$ cat src/rtl/sao_stream_filter.sv
// Streaming SAO filter: takes reconstructed pixels LCU by LCU in raster order, applies
// band or edge offset from a 3x3 window, and writes filtered pixels to a frame SRAM port.
module sao_stream_filter #(
  parameter int BIT_DEPTH = 8,
  parameter int OFFSET_W  = 4,
  parameter int IMG_W     = 128,
  parameter int IMG_H     = 128,
  parameter int MAX_LCU   = 64,
  parameter int ADDR_W    = 14,
  parameter int LCU_IDX_W = 3
) (
  input  logic                    clk,
  input  logic                    reset,
  input  logic                    in_en,
  input  logic [BIT_DEPTH-1:0]    din,
  input  logic [1:0]              sao_type,
  input  logic [4:0]              sao_band_pos,
  input  logic [1:0]              sao_eo_class,
  input  logic [4*OFFSET_W-1:0]   sao_offset,
  input  logic [LCU_IDX_W-1:0]    lcu_x,
  input  logic [LCU_IDX_W-1:0]    lcu_y,
  input  logic [1:0]              lcu_size,
  output logic                    busy,
  output logic                    finish,
  output logic                    sram_we,
  output logic [ADDR_W-1:0]       sram_addr,
  output logic [BIT_DEPTH-1:0]    sram_wdata
);
  localparam logic [1:0] S_IDLE  = 2'd0;
  localparam logic [1:0] S_RUN   = 2'd1;
  localparam logic [1:0] S_DRAIN = 2'd2;

  localparam int NW     = $clog2(MAX_LCU) + 1;
  localparam int KW     = $clog2(MAX_LCU * MAX_LCU) + 1;
  localparam int SR_LEN = 2 * MAX_LCU + 2;
  localparam int IDX_W  = $clog2(SR_LEN);
  localparam int SW     = BIT_DEPTH + 2;

  logic [1:0]            state;
  logic [KW-1:0]         k_cnt;
  logic [NW-1:0]         drain_cnt, out_r, out_c, n_cur;
  logic [1:0]            cfg_type, cfg_eo, cfg_size;
  logic [4:0]            cfg_band;
  logic [4*OFFSET_W-1:0] cfg_off;
  logic [LCU_IDX_W-1:0]  cfg_x, cfg_y;
  logic [BIT_DEPTH-1:0]  sr [SR_LEN];

  logic                  accept, step, write_now, k_last, last_lcu;
  logic [BIT_DEPTH-1:0]  in_pix, p, a, b, filt;
  logic [IDX_W-1:0]      i_n, i_2n;
  logic [KW-1:0]         nn_m1;
  logic [ADDR_W-1:0]     addr;

  assign busy   = (state == S_DRAIN);
  assign accept = in_en && !busy;
  assign step   = accept || busy;
  // Drain cycles shift in dummy pixels; they only ever land outside the LCU.
  assign in_pix = accept ? din : '0;

  // NOTE: every always_comb output gets a default first so no latch is inferred.
  always_comb begin
    n_cur = NW'(64);
    case (cfg_size)
      2'd0:    n_cur = NW'(16);
      2'd1:    n_cur = NW'(32);
      default: n_cur = NW'(64);
    endcase
  end

  assign nn_m1     = KW'(n_cur) * KW'(n_cur) - KW'(1);
  assign k_last    = (k_cnt == nn_m1);
  assign write_now = (state == S_RUN && accept && k_cnt > KW'(n_cur)) || busy;
  assign last_lcu  = ((int'(cfg_x) + 1) * int'(n_cur) == IMG_W) &&
                     ((int'(cfg_y) + 1) * int'(n_cur) == IMG_H);
  assign addr = (ADDR_W'(cfg_y) * ADDR_W'(n_cur) + ADDR_W'(out_r)) * ADDR_W'(IMG_W)
              + ADDR_W'(cfg_x) * ADDR_W'(n_cur) + ADDR_W'(out_c);

  // The pixel being written is N+1 behind the incoming one, so sr[N] is the centre.
  assign i_n  = IDX_W'(n_cur);
  assign i_2n = i_n << 1;
  assign p    = sr[i_n];

  logic                 apply, oob, c_first, c_last, r_first, r_last;
  logic [1:0]           sel;
  logic [4:0]           bidx;
  logic [OFFSET_W-1:0]  off_sel;
  logic [SW-1:0]        sum;

  assign c_first = (out_c == '0);
  assign c_last  = (out_c == n_cur - NW'(1));
  assign r_first = (out_r == '0);
  assign r_last  = (out_r == n_cur - NW'(1));

  always_comb begin
    apply = 1'b0;
    sel   = 2'd0;
    a     = sr[i_n + IDX_W'(1)];
    b     = sr[i_n - IDX_W'(1)];
    oob   = c_first || c_last;
    bidx  = p[BIT_DEPTH-1 -: 5] - cfg_band;
    case (cfg_eo)
      2'd1: begin a = sr[i_2n];              b = sr[0];  oob = r_first || r_last; end
      2'd2: begin a = sr[i_2n + IDX_W'(1)];  b = in_pix; oob = r_first || r_last || c_first || c_last; end
      2'd3: begin a = sr[i_2n - IDX_W'(1)];  b = sr[1];  oob = r_first || r_last || c_first || c_last; end
      default: ;
    endcase
    case (cfg_type)
      2'd1: begin
        apply = (bidx < 5'd4);
        sel   = bidx[1:0];
      end
      2'd2: begin
        if (!oob) begin
          if (p < a && p < b) begin
            apply = 1'b1; sel = 2'd0;
          end else if ((p < a && p == b) || (p == a && p < b)) begin
            apply = 1'b1; sel = 2'd1;
          end else if ((p > a && p == b) || (p == a && p > b)) begin
            apply = 1'b1; sel = 2'd2;
          end else if (p > a && p > b) begin
            apply = 1'b1; sel = 2'd3;
          end
        end
      end
      default: ;
    endcase
    off_sel = cfg_off[sel*OFFSET_W +: OFFSET_W];
    sum     = {2'b00, p} + {{(SW-OFFSET_W){off_sel[OFFSET_W-1]}}, off_sel};
    if (!apply)           filt = p;
    else if (sum[SW-1])   filt = '0;
    else if (|sum[SW-2:BIT_DEPTH]) filt = '1;
    else                  filt = sum[BIT_DEPTH-1:0];
  end

  // NOTE: the line buffer is pure datapath storage and is deliberately left unreset.
  always_ff @(posedge clk) begin
    if (step) begin
      sr[0] <= in_pix;
      for (int i = 1; i < SR_LEN; i++) sr[i] <= sr[i-1];
    end
  end

  // NOTE: sequential state uses non-blocking assignments only.
  always_ff @(posedge clk or posedge reset) begin
    if (reset) begin
      state      <= S_IDLE;
      k_cnt      <= '0;
      drain_cnt  <= '0;
      out_r      <= '0;
      out_c      <= '0;
      cfg_type   <= '0;
      cfg_eo     <= '0;
      cfg_size   <= '0;
      cfg_band   <= '0;
      cfg_off    <= '0;
      cfg_x      <= '0;
      cfg_y      <= '0;
      finish     <= 1'b0;
      sram_we    <= 1'b0;
      sram_addr  <= '0;
      sram_wdata <= '0;
    end else begin
      sram_we <= write_now;
      finish  <= 1'b0;
      if (write_now) begin
        sram_addr  <= addr;
        sram_wdata <= filt;
        if (c_last) begin
          out_c <= '0;
          out_r <= out_r + NW'(1);
        end else begin
          out_c <= out_c + NW'(1);
        end
      end
      case (state)
        S_IDLE: if (accept) begin
          cfg_type <= sao_type;
          cfg_band <= sao_band_pos;
          cfg_eo   <= sao_eo_class;
          cfg_off  <= sao_offset;
          cfg_x    <= lcu_x;
          cfg_y    <= lcu_y;
          cfg_size <= lcu_size;
          k_cnt    <= KW'(1);
          out_r    <= '0;
          out_c    <= '0;
          state    <= S_RUN;
        end
        S_RUN: if (accept) begin
          k_cnt <= k_cnt + KW'(1);
          if (k_last) begin
            drain_cnt <= '0;
            state     <= S_DRAIN;
          end
        end
        S_DRAIN: begin
          drain_cnt <= drain_cnt + NW'(1);
          if (drain_cnt == n_cur) begin
            state  <= S_IDLE;
            finish <= last_lcu;
          end
        end
        default: state <= S_IDLE;
      endcase
    end
  end
endmodule
$ cat config.mk
export PLATFORM = sky130hd
export DESIGN_NAME = sao_stream_filter
export DESIGN_NICKNAME = d
export VERILOG_FILES = /design/src/rtl/sao_stream_filter.sv
export SDC_FILE = /design/constraint.sdc
export NUM_CORES = 1
export LEC_CHECK = 0
export BUFFER_PORTS_ARGS = -buffer_cell sky130_fd_sc_hd__buf_2
export CORE_UTILIZATION = 42
export CTS_BUF_LIST = sky130_fd_sc_hd__clkbuf_8
export CTS_CLUSTER_SIZE = 10
export DETAILED_ROUTE_END_ITERATION = 10
export GPL_TIMING_DRIVEN = 0
export PLACE_DENSITY_LB_ADDON = 0.15
export SETUP_SLACK_MARGIN = 0.02
export SYNTH_ARGS = -nofsm -noshare
export SYNTH_HDL_FRONTEND = slang
export SYNTH_SLANG_ARGS = --single-unit
$ cat constraint.sdc
create_clock -name clk -period 14.9 [get_ports clk]
set_input_delay 2.98 -clock clk [delete_from_list [all_inputs] [get_ports clk]]
set_output_delay 2.98 -clock clk [all_outputs]
set_load 0.005 [all_outputs]
==> results.tsv <==
stage	metric	value	unit
routing	total_via_count_after_detailed_routing	17573	
sta	hold_violations	0	
floorplanning	placeableCoreArea	93470	µm²
logic_synthesis	dominant_combinational_cell_family_by_area_after_synthesis	multiplexers	
power	static_leak	0.01646	µW
layout	finish.cell_count_without_fillers	3567	
sta	grt_setup_unrepaired	false	
place	place.port_buffers	68	
global_route	via_count_of_the_first_global_routing_pass	17900	
sta	fin_worst_hold_slack	0.3897	ns
global_route	grt_max_degree	79	
logic_synthesis	synthesis.nets	2044	
floorplanning	pin_count	69	
place	post_place_cells	3250	
critical_path	timing_worst_setup_path_type	reg2reg	
clock_network	cts.clk_slew.worst_paths	0.07	ns
place	gpl.final_weighted_congestion	0.7966	
logic_synthesis	synthesized_area_fraction_occupied_by_ao_oa_aoi_and_oai_cells	0.02682	
critical_path	timing.critical_path.from_type	register	
floorplanning	placementRows	112	
logic_synthesis	yosys.area_share.xor_xnor	0.01224	
global_route	initial_antenna_violation_count	5	
logic_synthesis	synthesis.area_per_instance	20.81	µm²
logic_synthesis	synth.area.mux_share	0.04598	
sta	post-route-min-period	10.14	ns
logic_synthesis	yosysWarnings	0	
clock_network	number_of_clock_sinks	1133	
sta	timing.final.max_slew_violations	0	
global_route	grt.overflow.total	0	
routing	detail_route.drc_violations	0	
logic_synthesis	ys_seq_elements	1133	
sta	timing.final.crit_share	0.6808	
critical_path	timing.critical_path.slowest_cell_delay	0.78	ns
floorplanning	floorplan.initialDensity	0.4253	
critical_path	timing.critical_path.required	15.65	ns
clock_network	clock_insertion_delay_worst_skew	0.83	ns
logic_synthesis	netlist_instances	1910	
logic_synthesis	ys_async_sr_fraction	0.08208	
routing	drt_via_density	4.927	
clock_network	clock_path_buffers	3	
power	power.ir.vdd_worst	0.07842	mV
global_route	grtUsageTotal	0.1457	
sta	clk_skew	0.05260	ns
layout	area_delta_synth_final	14.16	%
clock_network	hold_buffers	0	
clock_network	htree_num_levels	4	
floorplanning	fp.dieArea	95890	µm²
critical_path	timing.critical_path.arrival	10.89	ns
logic_synthesis	post_synth_fa_ha_maj_area_fraction	0.03040	
logic_synthesis	netlist-cell-type-count	72	
routing	first_pass_iters	5	
logic_synthesis	yosysSeqAreaShare	0.8441	
logic_synthesis	post_synth_and_or_nand_nor_area_fraction	0.03119	
critical_path	critical_path_peak_fanout	10	
sta	finalSetupTns	0	ns
routing	avgRoutedWirePerCell	19.06	µm
clock_network	ctsResizeCount	0	
routing	dr.first_iter.drc_count	1300	
sta	max_freq	98.57	MHz
place	detailed_place_hpwl	40.81	mm
routing	postRouteWirelength	67.99	mm
logic_synthesis	post_synth_edffs	1040	
sta	finalSetupViolations	0	
critical_path	cp-end-kind	register	
clock_network	tritoncts.num_buffers	180	
global_route	grt_pass1_wl	104.5	mm
power	power.density	156.9	nW/µm²
sta	tightestPinTransition	1.230	ns
clock_network	root_buffer	clkbuf_8	
routing	final_antenna_net_count	0	
job	max_cap_viol_count	0	
floorplanning	die_height	309.7	µm
sta	timing.max_slew.rel_slack	0.1716	
critical_path	crit_path_top_delay_cell	nor2b_1	
logic_synthesis	synth.cell_area	39750	µm²
floorplanning	floorplan.die.width	309.7	µm
run_status	status	finished clean	
power	power	7123	µW
clock_network	cts.repair_timing.setup_buffer_count	0	
logic_synthesis	synth_flop_cell	edfxtp_1	
clock_network	cts_tree	yes	
layout	fin_nets	2312	
hold_path	min_path_type	reg2reg	
layout	final_layout_size_suffix_gt1_frac	0.1817	
==> sequential cells by signal, summed over array words and instances (netlist names), 5 cells and up <==
name	cells
cfg_band	5
k_cnt	13
drain_cnt	7
sr	1040
sram_addr	14
sram_wdata	8
out_r	7
out_c	7
cfg_off	16
==> logic make-up after synthesis <==
group           count (synthesis)
simple gates                  254
compound gates                168
buf+inv                        91
flops                        1133
mux                           123
fa+ha+maj                      90
xor+xnor                       51
==> where the power goes <==
part	internal [µW]	switching [µW]	total (µW)
clock network	1200	1190	2380
logic	382	517	900
registers	3720	117	3840
==> synth_stat cells, types with 12 or more instances <==
master,count,share of area
ha_1,79,0.025
mux2_2,54,0.015
and2_1,16,0.0025
xnor2_1,25,0.0055
a21oi_1,43,0.0054
a21o_1,12,0.0023
clkbuf_1,27,0.0025
mux4_2,37,0.021
nor2_1,77,0.0073
o21ai_0,54,0.0068
and3_1,14,0.0022
edfxtp_1,1040,0.79
nand2_1,62,0.0059
inv_1,47,0.0044
dfrtp_1,93,0.059
nand4_1,15,0.0024
nor3_1,13,0.0016
xor2_1,23,0.0051
mux2i_1,27,0.0068
==> worst max-delay path: cells and delay by family (launching register included) <==
family / cells / cell delay (ns)
adders and majority gates: 3 / 0.92
buffers and inverters: 6 / 2.20
and+or+nand+nor: 8 / 1.99
xor gates and xnor gates: 1 / 0.65
muxes: 4 / 1.54
AOI/OAI and AO/OA: 12 / 2.35
DFF: 1 / 0.35
==> worst paths after layout <==
path	startpoint	end	slack [ns]	cells past startpoint
worst max-delay path	cfg_size[0]	sram_wdata[2]	4.76	34
max in group asynchronous	reset	cfg_size[0]	12.05	3
worst min-delay path	sr[52][5]	sr[53][5]	0.39	0
worst max register to register	cfg_size[0]	sram_wdata[2]	4.76	34
worst min register to register	sr[52][5]	sr[53][5]	0.39	0
min in group asynchronous	reset	finish	2.19	2
==> area by class of cell <==
type	instances	area (µm²)
timing repair buffer	86	820.8
fill	7796	48080
tap	1254	1569
antenna	2	5.005
multi-input combinational	686	5832
clock inverter	130	684.4
sequential	1133	33560
buffer	43	187.7
inverter	48	182.7
clock buffer	185	2546
==> layout by cell type (no fill, tap or decap), types with 15 or more instances in the layout <==
cell         n
edfxtp_1  1040
clkbuf_8   185
inv_1      102
dfrtp_1     93
ha_1        79
nor2_1      77
buf_2       74
nand2_1     62
mux2_2      54
o21ai_0     54
a21oi_1     43
clkinv_1    41
mux4_2      37
clkbuf_1    27
mux2i_1     27
xnor2_1     25
xor2_1      23
and2_1      16
clkinv_2    16
buf_16      16
nand4_1     15
==> layer usage <==
layer	global-route usage	vias up	part of all wire
met1	0.2115	8965	0.48
met2	0.2042	451	0.44
met5	0	-	0.00019
met3	0.04133	136	0.059
li1	-	8019	-
met4	0.06493	2	0.027
==> metrics by stage <==
stage / setup WS [ns] / cell area, µm² / utilization
final: 4.755 / 45380 / 0.4856
after global routing: 3.959 / 45380 / 0.4855
after CTS: 4.532 / 45380 / 0.4855
after detailed placement: 4.614 / 42150 / 0.4509
after global placement: 0.6807 / 41670 / 0.4458
after floorplan: 3.696 / 39760 / -
Power figures use the tool's default switching activity.
